File: src/rtl/load_writeback.sv
// Writeback stage in front of the RV32I register file: forwards ALU results,
// issues loads to data memory, then aligns and extends the returned word.
module load_writeback #(
    parameter int TIMEOUT = 16
) (
    input  logic        clk,
    input  logic        rst_n,
    input  logic        req_valid,
    output logic        req_ready,
    input  logic        req_is_load,
    input  logic [2:0]  req_funct3,
    input  logic [31:0] req_addr,
    input  logic [31:0] req_alu_result,
    input  logic [4:0]  req_rd,
    output logic        mem_read_en,
    output logic [31:0] mem_addr,
    input  logic [31:0] mem_rdata,
    input  logic        mem_rvalid,
    output logic [4:0]  rd_addr,
    output logic [31:0] rd_data,
    output logic        reg_write_enable,
    output logic        load_err
);

    typedef enum logic [1:0] {
        IDLE     = 2'd0,
        MEM_WAIT = 2'd1,
        WB       = 2'd2
    } state_t;

    localparam logic [7:0] TIMEOUT_C = 8'(TIMEOUT);

    localparam logic [2:0] F3_LB  = 3'b000;
    localparam logic [2:0] F3_LH  = 3'b001;
    localparam logic [2:0] F3_LW  = 3'b010;
    localparam logic [2:0] F3_LBU = 3'b100;
    localparam logic [2:0] F3_LHU = 3'b101;

    state_t      state_q, state_d;
    logic [7:0]  cnt_q, cnt_d;
    logic [2:0]  funct3_q, funct3_d;
    logic [1:0]  addr_lo_q, addr_lo_d;
    logic [4:0]  rd_addr_q, rd_addr_d;
    logic [31:0] rd_data_q, rd_data_d;
    logic [31:0] mem_addr_q, mem_addr_d;
    logic        mem_read_en_q, mem_read_en_d;
    logic        we_q, we_d;
    logic        load_err_q, load_err_d;

    logic        req_bad;
    logic [7:0]  byte_val;
    logic [15:0] half_val;
    logic [31:0] load_val;
    logic [7:0]  cnt_inc;

    // Illegal funct3 and misaligned accesses are rejected identically.
    always_comb begin
        req_bad = 1'b0;
        case (req_funct3)
            F3_LB, F3_LBU: req_bad = 1'b0;
            F3_LH, F3_LHU: req_bad = req_addr[0];
            F3_LW:         req_bad = (req_addr[1:0] != 2'b00);
            default:       req_bad = 1'b1;
        endcase
    end

    always_comb begin
        byte_val = mem_rdata[7:0];
        case (addr_lo_q)
            2'd0: byte_val = mem_rdata[7:0];
            2'd1: byte_val = mem_rdata[15:8];
            2'd2: byte_val = mem_rdata[23:16];
            2'd3: byte_val = mem_rdata[31:24];
            default: byte_val = mem_rdata[7:0];
        endcase
        half_val = addr_lo_q[1] ? mem_rdata[31:16] : mem_rdata[15:0];
        load_val = mem_rdata;
        case (funct3_q)
            F3_LB:   load_val = {{24{byte_val[7]}}, byte_val};
            F3_LBU:  load_val = {24'd0, byte_val};
            F3_LH:   load_val = {{16{half_val[15]}}, half_val};
            F3_LHU:  load_val = {16'd0, half_val};
            default: load_val = mem_rdata;
        endcase
    end

    assign cnt_inc = cnt_q + 8'd1;

    always_comb begin
        state_d       = state_q;
        cnt_d         = cnt_q;
        funct3_d      = funct3_q;
        addr_lo_d     = addr_lo_q;
        rd_addr_d     = rd_addr_q;
        rd_data_d     = rd_data_q;
        mem_addr_d    = mem_addr_q;
        mem_read_en_d = 1'b0;
        we_d          = 1'b0;
        load_err_d    = 1'b0;
        case (state_q)
            IDLE: begin
                if (req_valid) begin
                    rd_addr_d = req_rd;
                    funct3_d  = req_funct3;
                    addr_lo_d = req_addr[1:0];
                    if (!req_is_load) begin
                        rd_data_d = req_alu_result;
                        we_d      = (req_rd != 5'd0);
                        state_d   = WB;
                    end else if (req_bad) begin
                        load_err_d = 1'b1;
                    end else begin
                        mem_addr_d    = {req_addr[31:2], 2'b00};
                        mem_read_en_d = 1'b1;
                        cnt_d         = 8'd0;
                        state_d       = MEM_WAIT;
                    end
                end
            end
            MEM_WAIT: begin
                // The strobe cycle is the first MEM_WAIT cycle; rvalid is not honoured there.
                if (mem_rvalid && !mem_read_en_q) begin
                    rd_data_d = load_val;
                    we_d      = (rd_addr_q != 5'd0);
                    state_d   = WB;
                end else begin
                    cnt_d = cnt_inc;
                    if (cnt_inc == TIMEOUT_C) begin
                        load_err_d = 1'b1;
                        state_d    = IDLE;
                    end
                end
            end
            WB: begin
                state_d = IDLE;
            end
            default: begin
                state_d = IDLE;
            end
        endcase
    end

    always_ff @(posedge clk) begin
        if (!rst_n) begin
            state_q       <= IDLE;
            cnt_q         <= 8'd0;
            funct3_q      <= 3'd0;
            addr_lo_q     <= 2'd0;
            rd_addr_q     <= 5'd0;
            rd_data_q     <= 32'd0;
            mem_addr_q    <= 32'd0;
            mem_read_en_q <= 1'b0;
            we_q          <= 1'b0;
            load_err_q    <= 1'b0;
        end else begin
            state_q       <= state_d;
            cnt_q         <= cnt_d;
            funct3_q      <= funct3_d;
            addr_lo_q     <= addr_lo_d;
            rd_addr_q     <= rd_addr_d;
            rd_data_q     <= rd_data_d;
            mem_addr_q    <= mem_addr_d;
            mem_read_en_q <= mem_read_en_d;
            we_q          <= we_d;
            load_err_q    <= load_err_d;
        end
    end

    // Gated by rst_n so execute never sees ready while reset is held.
    assign req_ready        = (state_q == IDLE) && rst_n;
    assign mem_read_en      = mem_read_en_q;
    assign mem_addr         = mem_addr_q;
    assign rd_addr          = rd_addr_q;
    assign rd_data          = rd_data_q;
    assign reg_write_enable = we_q;
    assign load_err         = load_err_q;

endmodule
File: config.mk
export PLATFORM = sky130hd
export DESIGN_NAME = load_writeback
export DESIGN_NICKNAME = d
export VERILOG_FILES = /design/src/rtl/load_writeback.sv
export SDC_FILE = /design/constraint.sdc
export NUM_CORES = 1
export LEC_CHECK = 0
export ABC_CLOCK_PERIOD_IN_PS = 2650
export CAP_MARGIN = 15
export CORE_AREA = 4 4 126 104
export CTS_BUF_LIST = sky130_fd_sc_hd__clkbuf_16
export CTS_CLUSTER_DIAMETER = 50
export DETAILED_ROUTE_END_ITERATION = 6
export DIE_AREA = 0 0 130 108
export HOLD_SLACK_MARGIN = 0.06
export PLACE_DENSITY_LB_ADDON = 0.2
export SLEW_MARGIN = 20
export SYNTH_ARGS = -nofsm -noshare
export SYNTH_HDL_FRONTEND = slang
export SYNTH_SLANG_ARGS = --single-unit
File: constraint.sdc
create_clock -name clk -period 2.65 [get_ports clk]
set_clock_uncertainty 0.1 [all_clocks]
set_input_delay 0.53 -clock clk [delete_from_list [all_inputs] [get_ports clk]]
set_output_delay 0.53 -clock clk [all_outputs]
set_load 0.01 [all_outputs]
==> results of run 1 <==
## state kept, by name, indices dropped and copies added (netlist names)
name	flops
addr_lo_q	2
funct3_q	3
load_err	1
rd_data	32
mem_read_en	1
state_q	2
rd_addr	5
reg_write_enable	1
mem_addr	30
cnt_q	8
## where the power goes
| part | switching, uW | total [uW] | internal, uW | leakage [uW] |
|---|---|---|---|---|
| Clock | 507 | 1220 | 717 | 0.000145 |
| Sequential | 42.2 | 1380 | 1340 | 0.000693 |
| Combinational | 276 | 632 | 356 | 0.00141 |
| Total | 825 | 3240 | 2420 | 0.00225 |
## cells by family (layout without fill, tap and decap cells)
| logic type | count (synthesis) | in the layout | synth area share, % |
|---|---|---|---|
| fa+ha+maj | 1 | 1 | 0.306 |
| buf+inv | 41 | 214 | 4.50 |
| other cells | 1 | 2 | 0.0917 |
| compound gates | 175 | 175 | 30.4 |
| mux | 2 | 2 | 0.795 |
| flops | 85 | 85 | 41.6 |
| simple gates | 198 | 198 | 22.3 |
## stage by stage
| stage | utilization, % | total power [uW] | setup WS [ps] | instance area [sq um] |
|---|---|---|---|---|
| 2_1_floorplan | - | 1670 | 702 | 4090 |
| 3_3_place_gp | 51.0 | 2040 | 126 | 6070 |
| 3_5_place_dp | 51.0 | 2040 | 83.4 | 6070 |
| 4_1_cts | 53.4 | 3270 | 348 | 6350 |
| 5_1_grt | 53.4 | 3380 | 228 | 6350 |
| 6_report | 53.4 | 3240 | 362 | 6350 |
## placed cells by master (no fill, tap or decap), drive strengths merged, types with 11 or more instances in the layout
master and count:
a21boi 42, a21oi 32, buf 19, clkdlybuf4s50 178, dfxtp 85, nand2 110, nand3 11, nor2 24
o211ai 33, o21ai 17, or3 17
## routing by layer
metal / global-route usage, % / vias to the layer above / share of wire [%]
li1: - / 2129 / -
met1: 25.7 / 1982 / 44
met2: 31.0 / 147 / 47
met3: 4.89 / 30 / 6.0
met4: 7.05 / 0 / 3.0
met5: 0 / - / 0
## how the worst max path moves through the flow
stage	startpoint	endpoint	slack, ps	cells past startpoint
floorplan	req_is_load	rd_data[13]	700	5
global placement	req_valid	rd_data[12]	130	5
detailed placement	req_valid	rd_data[11]	80	5
CTS	state_q[1]	req_ready	350	3
global route	req_funct3[0]	cnt_q[1]	230	7
finish	state_q[1]	req_ready	360	3
## critical path: stages, from the launching register on
cell             delay [ps]
dfxtp_1                 360
nand2b_1                220
nor2_1                  190
clkdlybuf4s50_1         570
## cell type report
cell class | instances | area [sq um] | area share [%]
Inverter | 1 | 3.75 | 0.0591
Sequential cell | 85 | 1700 | 26.8
Timing Repair Buffer | 197 | 1960 | 30.8
Multi-Input combinational cell | 378 | 2210 | 34.8
Tap cell | 152 | 190 | 2.99
Clock buffer | 9 | 225 | 3.55
Clock inverter | 7 | 58.8 | 0.926
==> out/qor.yml, run 1 <==
die:
  die_height_microns: 108
  die-area_sq_mm: 0.0140
  core_sq_mm: 0.0119
  start_util_pct: 34.4
  io_pins: 182
  row_count: 36
  die_x_microns: 130
hold_path:
  holdPathEnd: "mem_addr[10]"
  hp-start: "mem_addr[10]"
  hold_path_class: "register to register"
  whs_path_depth: 2
worst_setup_path:
  cp.arrival_ps: 1660
  r2r_slack_ps: 650
  critPathKind: "register to output port"
  reg2reg_depth: 7
  cp.required_ps: 2020
  worstReg2RegEnd: "cnt_q[1]"
  crit_path_start_kind: "register"
  worstReg2RegStart: "state_q[0]"
  worst_setup_path_end_kind: "output port"
  cp_max_fo: 6
logic_synthesis:
  synth.most_common_cell: "nand2_1"
  synth_flop_cell: "dfxtp_1"
  synth-edff-count: 0
  ys_types: 49
  ys_warn_count: 0
  synth_area_sq_mm: 0.00409
  yosys-top-cells-count: "nand2_1 (110), dfxtp_1 (85), a21boi_0 (36)"
  ys_seq_area_share_pct: 41.6
  netlist.area_leader.share_pct: 41.6
  synth_area_per_cell_sq_um: 8.13
  ys_top_cells_by_area: "dfxtp_1 (42%), nand2_1 (10%), a21boi_0 (6.6%)"
  synthCells: 503
  ys_ff_latch: 85
  netlist.top_cell.by_area: "dfxtp_1"
  async_flop_share_pct: 0
clocking:
  cts_buffers: 9
  ctsResizeCount: 0
  tritoncts: "built"
  cts_root_buf: "clkbuf_16"
  clock_latency_ps: 330
  post_cts_buffers: 0
  path_clk_slew_ps: 60
  cts_hold_buffers: 0
  cts_htree_levels: 3
  cts_num_sinks: 85
  clk_path_buf_depth: 2
final_layout:
  n_fill_cell: 1123
  nNetsFinal: 782
  diodes: 0
  instances_no_fill: 829
  drive_above_1_share_pct: 7.24
  syn_to_final_growth_pct: 55.3
placement:
  dpl.hpwl_mm: 10.2
  port_buffers: 179
  dp.cells: 813
  gp_congestion: 0.884
sta:
  hold_viol: 0
  maxSlewViolCount: 0
  setup_violations: 0
  tightest_slew_ps: 923
  holdWs_ps: 353
  finalSetupTns_ps: 0
  fin_crit_sh_pct: 86.3
  layout_min_cycle_time_ps: 2290
  fmax_ghz: 0.437
  rsz0062_at_grt: "no"
  slew_headroom_pct: 38.5
detailed_routing:
  drc: 0
  wl_per_cell_microns: 16.5
  wirelength_mm: 13.7
  antenna_left: 0
  drtIter0Drc: 380
  drt_pass1_iterations: 5
  via_per_inst: 5.17
  vias: 4288
power_and_ir_drop:
  ir_drop_v: 0.000271
  power_density_mw_per_mm2: 510
  leakage_uw: 0.00225
job:
  cap_violations: 0
global_routing:
  track_usage_pct: 19.5
  grt_first_pass_wirelength_mm: 21.8
  overflow: 0
  grt_pass1_vias: 4306
  grt_antenna_before_repair: 0
  grt_max_degree: 100
status:
  outcome: "finished clean"
Power figures use the tool's default switching activity.
==> run 2: changes to the inputs <==
TNS_END_PERCENT = 20   (was not set)
==> results of run 2 <==
Final layout, timing and power as in run 1 (identical DEF).
